[config.mk]
export PLATFORM = sky130hd
export DESIGN_NAME = linescanner_capture_controller
export DESIGN_NICKNAME = d
export VERILOG_FILES = /design/src/rtl/linescanner_capture_controller.sv
export SDC_FILE = /design/constraint.sdc
export NUM_CORES = 1
export LEC_CHECK = 0
export ABC_AREA = 1
export CAP_MARGIN = 20
export CORE_MARGIN = 2
export CORE_UTILIZATION = 56
export DETAILED_ROUTE_END_ITERATION = 10
export GPL_TIMING_DRIVEN = 0
export PLACE_DENSITY = 0.88
export SYNTH_ARGS = -nofsm -noshare
export SYNTH_HDL_FRONTEND = slang
export SYNTH_SLANG_ARGS = --single-unit
export TNS_END_PERCENT = 20
[constraint.sdc]
create_clock -name clk -period 2.9 [get_ports clk]
set_input_delay 0.725 -clock clk [delete_from_list [all_inputs] [get_ports clk]]
set_output_delay 0.725 -clock clk [all_outputs]
set_load 0.01 [all_outputs]
[src/rtl/linescanner_capture_controller.sv]
// Line-scanner capture sequencer: arms on start, aligns to line sync,
// gates the packing convertor, counts pixels/lines and reports status.
//
// Ports:
//   clk, rst_n          clock, async active-low reset
//   start, abort        software control pulses
//   pixels_per_line     frame width, latched at start
//   lines_per_frame     frame height, latched at start
//   line_sync           scanner start-of-line strobe
//   pixel_strobe        scanner pixel-valid strobe
//   stream_ready        downstream can accept data
//   conv_enable         convertor enable (LINE only)
//   line_last           current strobe would be last pixel of line
//   frame_last          current strobe would be last pixel of frame
//   busy, done, error   status; err_code 1=timeout 2=overflow 3=zero geom
//   pixel_cnt, line_cnt position within the frame
module linescanner_capture_controller #(
  parameter int PIX_W   = 12,
  parameter int LINE_W  = 12,
  parameter int TIMEOUT = 1000000
) (
  input  logic              clk,
  input  logic              rst_n,
  input  logic              start,
  input  logic              abort,
  input  logic [PIX_W-1:0]  pixels_per_line,
  input  logic [LINE_W-1:0] lines_per_frame,
  input  logic              line_sync,
  input  logic              pixel_strobe,
  input  logic              stream_ready,
  output logic              conv_enable,
  output logic              line_last,
  output logic              frame_last,
  output logic              busy,
  output logic              done,
  output logic              error,
  output logic [1:0]        err_code,
  output logic [PIX_W-1:0]  pixel_cnt,
  output logic [LINE_W-1:0] line_cnt
);

  localparam int TW = $clog2(TIMEOUT + 1);

  typedef enum logic [2:0] {
    S_IDLE,
    S_ARM,
    S_LINE,
    S_GAP,
    S_DONE,
    S_ERR
  } state_t;

  state_t            state;
  state_t            state_nx;
  logic [1:0]        code_q;
  logic [1:0]        code_nx;
  logic [PIX_W-1:0]  ppl_q;
  logic [LINE_W-1:0] lpf_q;
  logic [TW-1:0]     tmo_q;

  logic geo_zero;
  logic tmo_hit;
  logic pix_ok;
  logic ovf;
  logic in_line;
  logic ll;
  logic fl;

  assign geo_zero = (pixels_per_line == '0)
                 || (lines_per_frame == '0);
  assign tmo_hit  = (tmo_q == TW'(TIMEOUT - 1));
  assign pix_ok   = pixel_strobe && stream_ready;
  assign ovf      = pixel_strobe && !stream_ready;
  assign in_line  = (state == S_LINE);
  assign ll       = in_line
                 && (pixel_cnt == ppl_q - PIX_W'(1));
  assign fl       = ll
                 && (line_cnt == lpf_q - LINE_W'(1));

  always_ff @(posedge clk or negedge rst_n) begin
    if (!rst_n) begin
      state  <= S_IDLE;
      code_q <= 2'd0;
    end else begin
      state  <= state_nx;
      code_q <= code_nx;
    end
  end

  always_comb begin
    state_nx = state;
    code_nx  = code_q;
    if (abort) begin
      state_nx = S_IDLE;
      code_nx  = 2'd0;
    end else begin
      unique case (state)
        S_IDLE: begin
          if (start) begin
            if (geo_zero) begin
              state_nx = S_ERR;
              code_nx  = 2'd3;
            end else begin
              state_nx = S_ARM;
            end
          end
        end
        S_ARM, S_GAP: begin
          if (line_sync) begin
            state_nx = S_LINE;
          end else if (tmo_hit) begin
            state_nx = S_ERR;
            code_nx  = 2'd1;
          end
        end
        S_LINE: begin
          if (ovf) begin
            state_nx = S_ERR;
            code_nx  = 2'd2;
          end else if (pix_ok && ll) begin
            state_nx = fl ? S_DONE : S_GAP;
          end
        end
        S_DONE:  state_nx = S_IDLE;
        S_ERR:   state_nx = S_ERR;
        default: state_nx = S_IDLE;
      endcase
    end
  end

  always_comb begin
    conv_enable = 1'b0;
    busy        = 1'b0;
    done        = 1'b0;
    error       = 1'b0;
    unique case (state)
      S_ARM:   busy = 1'b1;
      S_GAP:   busy = 1'b1;
      S_LINE: begin
        busy        = 1'b1;
        conv_enable = 1'b1;
      end
      S_DONE:  done  = 1'b1;
      S_ERR:   error = 1'b1;
      default: ;
    endcase
    err_code   = code_q;
    line_last  = ll;
    frame_last = fl;
  end

  // Counters, wait timer and latched geometry.
  // A stalled pixel (overflow) is never counted.
  always_ff @(posedge clk or negedge rst_n) begin
    if (!rst_n) begin
      ppl_q     <= '0;
      lpf_q     <= '0;
      tmo_q     <= '0;
      pixel_cnt <= '0;
      line_cnt  <= '0;
    end else if (abort) begin
      tmo_q     <= '0;
      pixel_cnt <= '0;
      line_cnt  <= '0;
    end else begin
      unique case (state)
        S_IDLE: begin
          tmo_q <= '0;
          if (start) begin
            ppl_q     <= pixels_per_line;
            lpf_q     <= lines_per_frame;
            pixel_cnt <= '0;
            line_cnt  <= '0;
          end
        end
        S_ARM, S_GAP: begin
          if (line_sync || tmo_hit) begin
            tmo_q <= '0;
          end else begin
            tmo_q <= tmo_q + TW'(1);
          end
        end
        S_LINE: begin
          tmo_q <= '0;
          if (pix_ok) begin
            if (ll) begin
              pixel_cnt <= '0;
              if (!fl) begin
                line_cnt <= line_cnt + LINE_W'(1);
              end
            end else begin
              pixel_cnt <= pixel_cnt + PIX_W'(1);
            end
          end
        end
        default: tmo_q <= '0;
      endcase
    end
  end

endmodule

==> impl_metrics.csv <==
group,metric,value,unit
outcome,status,"finished, violations left",
outcome,violations,"setup timing",
yosys,synth-edff-count,0,
sta,setup_viol,1,
cells_and_area,area_growth_syn_to_layout,22.9,%
routing,vias_per_cell,5.51,
yosys,synth_top_family_by_area,"simple AND/OR/NAND/NOR gates",
cells_and_area,num-fill-cells,726,
setup_path,crit_type,"reg2out",
die,pin_count,63,
clock_tree,clock_path_buffers,2,
die,start_util,57.0,%
min_path,worstHoldPathCells,1,
global_route,grt_pass1_vias,4663,
sta,period_needed,3.03,ns
job,max-cap-violations,0,
clock_tree,cts_root_buffer,"clkbuf_8",
yosys,synthAdderAreaFrac,1.28,%
sta,rsz0062_at_grt,"true",
routing,drtAntennaViolNets,0,
yosys,ys.flop_type,"dfrtp_1",
yosys,syn_area_per_cell,7.13,um^2
die,die_h,97.6,um
sta,fmax,330,MHz
sta,hold_viol_final,0,
die,coreArea,8590,um^2
global_route,grt_max_degree,74,
cells_and_area,final_cell_area,6020,um^2
min_path,hp-class,"reg2reg",
yosys,seq_area_frac_synth,37.3,%
setup_path,path_max_fanout,4,
place,hpwl,9430,um
routing,wl_per_cell,14.4,um
yosys,async_flop_share,100,%
routing,drc,0,
place,placed_cell_area,5650,um^2
place,place_congestion,0.975,
global_route,grt-ovfl-total,0,
sta,slew_headroom,37.9,%
sta,period_share,105,%
sta,setup_ws,-0.134,ns
cells_and_area,drive_gt1_share,13.9,%
global_route,antenna_found_initial,0,
clock_tree,clock-sinks,73,
sta,setup_tns,-0.134,ns
cells_and_area,finalNetCount,807,
yosys,synth-warning-count,0,
die,die_area,9520,um^2
die,rows,34,
die,die_w,97.6,um
sta,finClkSkew,0.0202,ns
sta,drv_slew,0,
yosys,synth_seq_cells,73,
setup_path,end_kind,"output port",
routing,first_pass_iters,4,
routing,drt_iter0_markers,215,
routing,via_count,4869,
routing,routed_wl,12800,um
setup_path,reg2reg_depth,18,
global_route,grt_usage,27.2,%
yosys,synth.cell_area,4900,um^2
place,io_buffers,62,
clock_tree,cts_made_buffers,9,
yosys,synthXorXnorAreaFrac,4.83,%
clock_tree,cts_tree,"done",
yosys,synth_cells,687,
clock_tree,path_clk_slew,0.09,ns
yosys,synth.distinct_cells,38,
yosys,syn_nets,723,
setup_path,arrival,2.31,ns
clock_tree,h-tree-depth,3,
yosys,synth_compound_area_share,9.57,%
cells_and_area,diodes,0,
setup_path,start_kind,"flop",
power_and_ir_drop,vdd_ir_drop_max,0.000373,V
setup_path,crit_required,2.17,ns
power_and_ir_drop,cellPowerDensity,710,nW/um^2
yosys,synthMuxAreaShare,1.84,%
sta,worst_slew_pin_slew,0.932,ns
power_and_ir_drop,p_leak,2.65,nW
clock_tree,clk_latency,0.37,ns
global_route,grt_pass1_wl,21400,um
yosys,synthSimpleGateAreaFrac,37.6,%
-- registers in the layout (all words and copies together) (netlist names) --
| name | count |
|---|---|
| pixel_cnt | 12 |
| lpf_q | 12 |
| ppl_q | 12 |
| state | 3 |
| line_cnt | 12 |
| tmo_q | 20 |
| err_code | 2 |
-- worst max-delay path, stage by stage, from the launching register on --
cell and delay (ns):
dfrtp_1 0.42, nor2_2 0.20, nand2_1 0.19, o21ai_2 0.24, nand2_1 0.08, nand2_1 0.09
nand4_1 0.11, nor2_2 0.17, nand2_1 0.09, nor3_2 0.19, buf_2 0.17
-- repair_timing --
action | 4_1_cts | 5_1_grt
resized for setup | 23 | 12
hold buffers | 0 | 0
setup buffers | 3 | 8
pin swaps | 6 | 8
endpoints found under the setup margin | 3 | 3
-- synthesized netlist by cell type (5+ instances only) --
cell      number  area share, %
o21ai_0       20            2.0
nor4_1        10            1.3
a21oi_1       32            3.3
ha_1           5            1.3
mux2_2         8            1.8
nand3_2        5            1.0
nor3_1        17            1.7
nand4_1       13            1.7
inv_1         81            6.2
nand3_1       47            4.8
clkbuf_1       7           0.54
xor2_1        15            2.7
nand2_1      167             13
nor2_1       101            7.7
nor3b_1        6           0.92
inv_2          5           0.38
o21ai_2       13            2.3
dfrtp_1       73             37
nand2_2       13            1.7
xnor2_1       12            2.1
nand3b_1       5           0.77
-- cells in the final DEF, fill, tap and decap left out, types with 13 or more instances in the layout --
cell and instances:
nand3_1 47, clkdlybuf4s50_1 59, nand2_2 15, nand2_1 165
o21ai_2 14, dfrtp_1 73, a21oi_1 32, nand4_1 13
inv_1 77, o21ai_0 18, nor3_1 16, nor2_1 93
xor2_1 15
-- final cells by class --
class	instances	area, um^2	area share, %
Inverter	86	325	5.40
Buffer	10	53.8	0.893
Clock buffer	11	141	2.35
Timing Repair Buffer	73	691	11.5
Tap cell	108	135	2.24
Sequential cell	73	1830	30.3
Clock inverter	5	78.8	1.31
Multi-Input combinational cell	518	2770	46.0
-- stage by stage --
| step | util, % | total power, mW | worst slack (ns) | hold WS [ns] | instances |
|---|---|---|---|---|---|
| 3_3_place_gp | 65.8 | 3.09 | -1.35 | 0.448 | 857 |
| 2_1_floorplan | - | 2.66 | 0.451 | 0.429 | 687 |
| 5_1_grt | 70.1 | 4.56 | -0.295 | 0.508 | 884 |
| 3_5_place_dp | 65.8 | 3.15 | -0.389 | 0.454 | 857 |
| 6_report | 70.1 | 4.28 | -0.134 | 0.477 | 884 |
| 4_1_cts | 68.9 | 4.14 | -0.102 | 0.472 | 876 |
-- path summary, 6_finish.rpt --
path | from | endpoint | slack, ns
min in group asynchronous | rst_n | pixel_cnt[4] | 0.51
hold / removal | tmo_q[0] | tmo_q[0] | 0.48
setup reg to reg | ppl_q[0] | line_cnt[8] | 0.59
hold reg to reg | tmo_q[0] | tmo_q[0] | 0.48
max in group asynchronous | rst_n | err_code[0] | 1.78
setup / recovery | lpf_q[1] | frame_last | -0.13
-- metal layers --
metal  vias to the layer above  GRT usage [%]  part of all wire, %
met5                         -              0                    0
met4                         0           8.87                  2.2
met3                        31           4.46                  6.9
met2                       171           42.8                   46
met1                      2264           38.6                   45
li1                       2403              -                    -
-- logic make-up (layout without fill, tap and decap cells) --
group           Yosys count  count (layout)
fa+ha+maj                 5               5
compound gates           78              78
mux                       8               8
buf+inv                  96             185
flops                    73              73
xor+xnor                 27              27
simple gates            400             400
-- power breakdown --
group / switching (mW) / total [mW] / internal [mW]
clock: 0.400 / 0.907 / 0.507
sequential: 0.240 / 1.46 / 1.22
combinational: 1.17 / 1.91 / 0.743
total: 1.81 / 4.28 / 2.47
(Power assumes the default switching activity.)
